<file path="config.mk">
export PLATFORM = sky130hd
export DESIGN_NAME = buffer_unload_sr
export DESIGN_NICKNAME = d
export VERILOG_FILES = /design/src/rtl/buffer_unload_sr.sv
export SDC_FILE = /design/constraint.sdc
export NUM_CORES = 1
export LEC_CHECK = 0
export ABC_AREA = 1
export CORE_AREA = 2 2 39 41
export CTS_CLUSTER_SIZE = 8
export DETAILED_ROUTE_END_ITERATION = 10
export DIE_AREA = 0 0 41 43
export SLEW_MARGIN = 20
export SYNTH_ARGS = -nofsm -noshare
export SYNTH_HDL_FRONTEND = slang
export SYNTH_SLANG_ARGS = --single-unit
</file>
<file path="constraint.sdc">
create_clock -name clk -period 1.7 [get_ports clk]
set_input_delay 0.17 -clock clk [delete_from_list [all_inputs] [get_ports clk]]
set_output_delay 0.17 -clock clk [all_outputs]
set_load 0.05 [all_outputs]
</file>
<file path="src/rtl/buffer_unload_sr.sv">
// rtl/buffer_unload_sr.sv - parallel-in/serial-out unload register with load/ready handshake
// Accepts a word in IDLE, then drains one bit per enabled clock with valid/last strobes.
module buffer_unload_sr #(
  parameter int buff_len  = 4,
  parameter bit msb_first = 1'b1
) (
  input  logic                clk,
  input  logic                clr,
  input  logic [buff_len-1:0] x,
  input  logic                load,
  input  logic                en,
  output logic                ready,
  output logic                sout,
  output logic                sval,
  output logic                done,
  output logic [buff_len-1:0] q
);

  localparam int cw = $clog2(buff_len);
  localparam logic [cw-1:0] last_cnt = cw'(buff_len - 1);

  typedef enum logic {
    IDLE  = 1'b0,
    SHIFT = 1'b1
  } state_t;

  state_t              state;
  logic [buff_len-1:0] sreg;
  logic [cw-1:0]       cnt;
  logic [buff_len-1:0] sreg_next;
  logic                out_bit;
  logic                busy;
  logic                last;

  always_comb begin
    sreg_next = '0;
    out_bit   = 1'b0;
    if (msb_first) begin
      sreg_next = {sreg[buff_len-2:0], 1'b0};
      out_bit   = sreg[buff_len-1];
    end else begin
      sreg_next = {1'b0, sreg[buff_len-1:1]};
      out_bit   = sreg[0];
    end
  end

  // Outputs decode registered state only; en is the sole input reaching sval/done.
  assign busy  = (state == SHIFT);
  assign last  = (cnt == last_cnt);
  assign ready = ~busy;
  assign sout  = busy & out_bit;
  assign sval  = busy & en;
  assign done  = busy & en & last;
  assign q     = sreg;

  always_ff @(posedge clk or negedge clr) begin
    if (!clr) begin
      state <= IDLE;
      sreg  <= '0;
      cnt   <= '0;
    end else begin
      case (state)
        IDLE: begin
          if (load) begin
            sreg  <= x;
            cnt   <= '0;
            state <= SHIFT;
          end
        end
        SHIFT: begin
          if (en) begin
            sreg <= sreg_next;
            if (last) begin
              cnt   <= '0;
              state <= IDLE;
            end else begin
              cnt <= cnt + cw'(1);
            end
          end
        end
        default: begin
          state <= IDLE;
          sreg  <= '0;
          cnt   <= '0;
        end
      endcase
    end
  end

endmodule
</file>
==> impl_metrics.prom <==
# TYPE chip_impl_metric gauge
chip_impl_metric{name="max_slew_margin",unit="%"} 67.32
chip_impl_metric{name="number_of_buffers_created_by_cts",unit=""} 3
chip_impl_metric{name="syn_inst",unit=""} 47
chip_impl_metric{name="h-tree-depth",unit=""} 1
chip_impl_info{name="min_path_type",value="input port to async pin"} 1
chip_impl_metric{name="die_area",unit="sq um"} 1763
chip_impl_metric{name="grt_usage",unit="%"} 10.85
chip_impl_metric{name="vias_per_cell",unit=""} 4.222
chip_impl_info{name="run_status",value="finished, final reports clean"} 1
chip_impl_metric{name="area_delta_synth_final",unit="%"} 52.67
chip_impl_metric{name="synth-edff-count",unit=""} 0
chip_impl_metric{name="antenna_cells",unit=""} 0
chip_impl_metric{name="rows",unit=""} 14
chip_impl_info{name="cts_root_buf",value="sky130_fd_sc_hd__clkbuf_4"} 1
chip_impl_metric{name="setup.reg_to_reg.worst_slack",unit="ns"} 0.64
chip_impl_metric{name="postCtsSetupBuffers",unit=""} 0
chip_impl_metric{name="dpl-instance-area",unit="sq um"} 546.8
chip_impl_info{name="synth_top_cells_by_count",value="sky130_fd_sc_hd__nand2_1, sky130_fd_sc_hd__dfrtp_1, sky130_fd_sc_hd__nand3_1"} 1
chip_impl_metric{name="report.final.slew_viol_count",unit=""} 0
chip_impl_metric{name="power.leakage",unit="nW"} 0.3058
chip_impl_metric{name="grt_first_pass_wirelength",unit="mm"} 1.235
chip_impl_info{name="critical_path.endpoint_type",value="output pin"} 1
chip_impl_metric{name="max-clock-path-buffers",unit=""} 2
chip_impl_info{name="synth_top_cell_by_area",value="sky130_fd_sc_hd__dfrtp_1"} 1
chip_impl_metric{name="first_pass_iteration_count_of_the_detailed_router",unit=""} 2
chip_impl_metric{name="share_of_layout_cells_above_drive_strength_1",unit="%"} 18.46
chip_impl_metric{name="worst_path_largest_cell_delay",unit="ns"} 0.81
chip_impl_metric{name="globalRouteOverflowTotal",unit=""} 0
chip_impl_metric{name="syn_avg_cell_area",unit="sq um"} 7.986
chip_impl_metric{name="timing.fmax",unit="GHz"} 0.6273
chip_impl_info{name="clock_tree_from_tritoncts",value="built"} 1
chip_impl_metric{name="drt-initial-drc-count",unit=""} 11
chip_impl_metric{name="insertion_delay",unit="ns"} 0.25
chip_impl_metric{name="pre_cts_slack",unit="ns"} 0.3243
chip_impl_metric{name="yosys_warnings",unit=""} 0
chip_impl_metric{name="drc_errors",unit=""} 0
chip_impl_info{name="timing.critical_path.cells",value="clkdlybuf4s50_1"} 1
chip_impl_metric{name="worst-slew-pin-transition",unit="ns"} 0.4887
chip_impl_metric{name="finalNetCount",unit=""} 75
chip_impl_metric{name="ios",unit=""} 16
chip_impl_metric{name="synth_seq_area_share",unit="%"} 46.67
chip_impl_info{name="postSynth.topFlopCell",value="sky130_fd_sc_hd__dfrtp_1"} 1
chip_impl_metric{name="async_flop_share",unit="%"} 100.0
chip_impl_metric{name="crit_fanout",unit=""} 3
chip_impl_metric{name="fillerInstances",unit=""} 162
chip_impl_metric{name="maxCapViolCount",unit=""} 0
chip_impl_metric{name="period_share",unit="%"} 93.78
chip_impl_metric{name="finalWorstPathRequiredPeriod",unit="ns"} 1.594
chip_impl_metric{name="first_global_vias",unit=""} 320
chip_impl_metric{name="die-width",unit="um"} 41
chip_impl_info{name="grt_setup_unrepaired",value="no"} 1
chip_impl_metric{name="antenna_found_initial",unit=""} 0
chip_impl_metric{name="area_of_the_core_region",unit="sq um"} 1384
chip_impl_metric{name="grt_max_degree",unit=""} 11
chip_impl_info{name="critical-path-slowest-cell",value="sky130_fd_sc_hd__clkdlybuf4s50_1"} 1
chip_impl_info{name="timing.critical_path.max_delay_family",value="buffers and inverters"} 1
chip_impl_metric{name="drtAntennaViolNets",unit=""} 0
chip_impl_metric{name="holdBufCountCts",unit=""} 0
chip_impl_info{name="synth.area.top_cells",value="sky130_fd_sc_hd__dfrtp_1, sky130_fd_sc_hd__nand2_1, sky130_fd_sc_hd__nand3_1"} 1
chip_impl_metric{name="post-synth-top-area-fraction",unit="%"} 46.67
chip_impl_info{name="critPathKind",value="flop to output pin"} 1
chip_impl_metric{name="p_total",unit="W"} 0.001059
chip_impl_metric{name="cts_repair_resize_count",unit=""} 0
chip_impl_metric{name="wl",unit="um"} 750
chip_impl_metric{name="floorplan.initialDensity",unit="%"} 27.12
chip_impl_metric{name="worstPathBufferInverterCount",unit=""} 1
chip_impl_metric{name="number_of_sinks_driven_by_the_clock_tree",unit=""} 7
chip_impl_metric{name="dp_hpwl",unit="um"} 585.2
chip_impl_metric{name="hold-worst-slack",unit="ns"} 0.1762
chip_impl_metric{name="fin_tns_setup",unit="ns"} 0
chip_impl_metric{name="worst-endpoint-arrival",unit="ns"} 1.42
chip_impl_metric{name="routedWlPerCell",unit="um"} 9.259
chip_impl_metric{name="final.setup_skew",unit="ns"} 0.001347
chip_impl_metric{name="max-vdd-ir-drop",unit="uV"} 599.2
chip_impl_metric{name="timing.final.setup_violations",unit=""} 0
chip_impl_metric{name="finalWorstSetupSlack",unit="ns"} 0.1058
chip_impl_metric{name="hold_viol_final",unit=""} 0
chip_impl_metric{name="yosys_register_bits",unit=""} 7
chip_impl_metric{name="fp.dieH",unit="um"} 43
chip_impl_info{name="crit_path_start_kind",value="flop"} 1
chip_impl_metric{name="syn_area",unit="sq um"} 375.4
chip_impl_metric{name="worstPathRequired",unit="ns"} 1.53
chip_impl_info{name="yosys.cell_count.top_type",value="sky130_fd_sc_hd__nand2_1"} 1
chip_impl_metric{name="pwr_density_cell",unit="nW/um^2"} 1848
chip_impl_metric{name="finalWeightedCongestion",unit=""} 0.6608
chip_impl_metric{name="worst_setup_hold_path_clk_slew",unit="ns"} 0.05
chip_impl_metric{name="net_count_after_synthesis",unit=""} 56
chip_impl_metric{name="stdcell_area",unit="sq um"} 573.1
chip_impl_metric{name="vias",unit=""} 342
chip_impl_metric{name="port-buffer-count",unit=""} 15
chip_impl_metric{name="synth_cell_types",unit=""} 10
[where the power goes]
group,internal (W),switching (W)
clock,0.0000895,0.0000607
combinational,0.000215,0.000394
sequential,0.000237,0.0000626
[cell families (layout without fill, tap and decap cells)]
family	after synthesis	count (layout)	share of synthesized area, %
buffers and inverters	5	23	6.999
and+or+nand+nor	34	34	43.00
DFF	7	7	46.67
adders and majority gates	1	1	3.333
[layer usage]
metal / track usage [%] / routed length, um / up-vias
met5: 0 / 0 / -
met4: 10.00 / 23 / 0
met3: 3.141 / 69 / 4
met2: 15.00 / 323 / 13
met1: 12.62 / 334 / 146
li1: - / - / 179
[layout make-up]
cell class                      count  area, sq um  share of cell area (%)
Timing Repair Buffer               15        162.7                   28.38
Clock buffer                        4        26.28                   4.585
Sequential cell                     7        175.2                   30.57
Tap cell                           16        20.02                   3.493
Inverter                            4        15.01                   2.620
Multi-Input combinational cell     35        173.9                   30.35
[per-stage QoR]
step | utilization, % | instances
after global placement | 39.51 | 77
after global routing | 41.41 | 81
after CTS | 41.41 | 81
after detailed placement | 39.51 | 77
after floorplan | - | 47
final | 41.41 | 81
[cell usage in the layout (no fill, tap or decap)]
cell | synthesis | routed
sky130_fd_sc_hd__nand2_4 | 3 | 3
sky130_fd_sc_hd__nor2_1 | 3 | 3
sky130_fd_sc_hd__nand3_1 | 7 | 7
sky130_fd_sc_hd__clkdlybuf4s50_1 | 0 | 10
sky130_fd_sc_hd__nand2_1 | 20 | 20
sky130_fd_sc_hd__clkbuf_1 | 0 | 1
sky130_fd_sc_hd__ha_1 | 1 | 1
sky130_fd_sc_hd__buf_12 | 0 | 2
sky130_fd_sc_hd__inv_1 | 3 | 3
sky130_fd_sc_hd__or2_0 | 1 | 1
sky130_fd_sc_hd__clkbuf_4 | 0 | 3
sky130_fd_sc_hd__dfrtp_1 | 7 | 7
sky130_fd_sc_hd__inv_2 | 1 | 1
sky130_fd_sc_hd__buf_4 | 0 | 3
[flip-flops by register name, indices dropped and copies added, names as in the netlist]
name	count
q	4
cnt	2
busy	1
[worst paths after layout]
path	start	endpoint	depth (start not counted)
setup / recovery	q[1]	q[1]	1
hold / removal	clr	q[3]	1
setup reg to reg	busy	busy	3
hold reg to reg	cnt[1]	cnt[1]	2
max in group asynchronous	clr	busy	1
min in group clk	x[0]	q[0]	3
No activity file was read; power rests on OpenSTA's default activity.
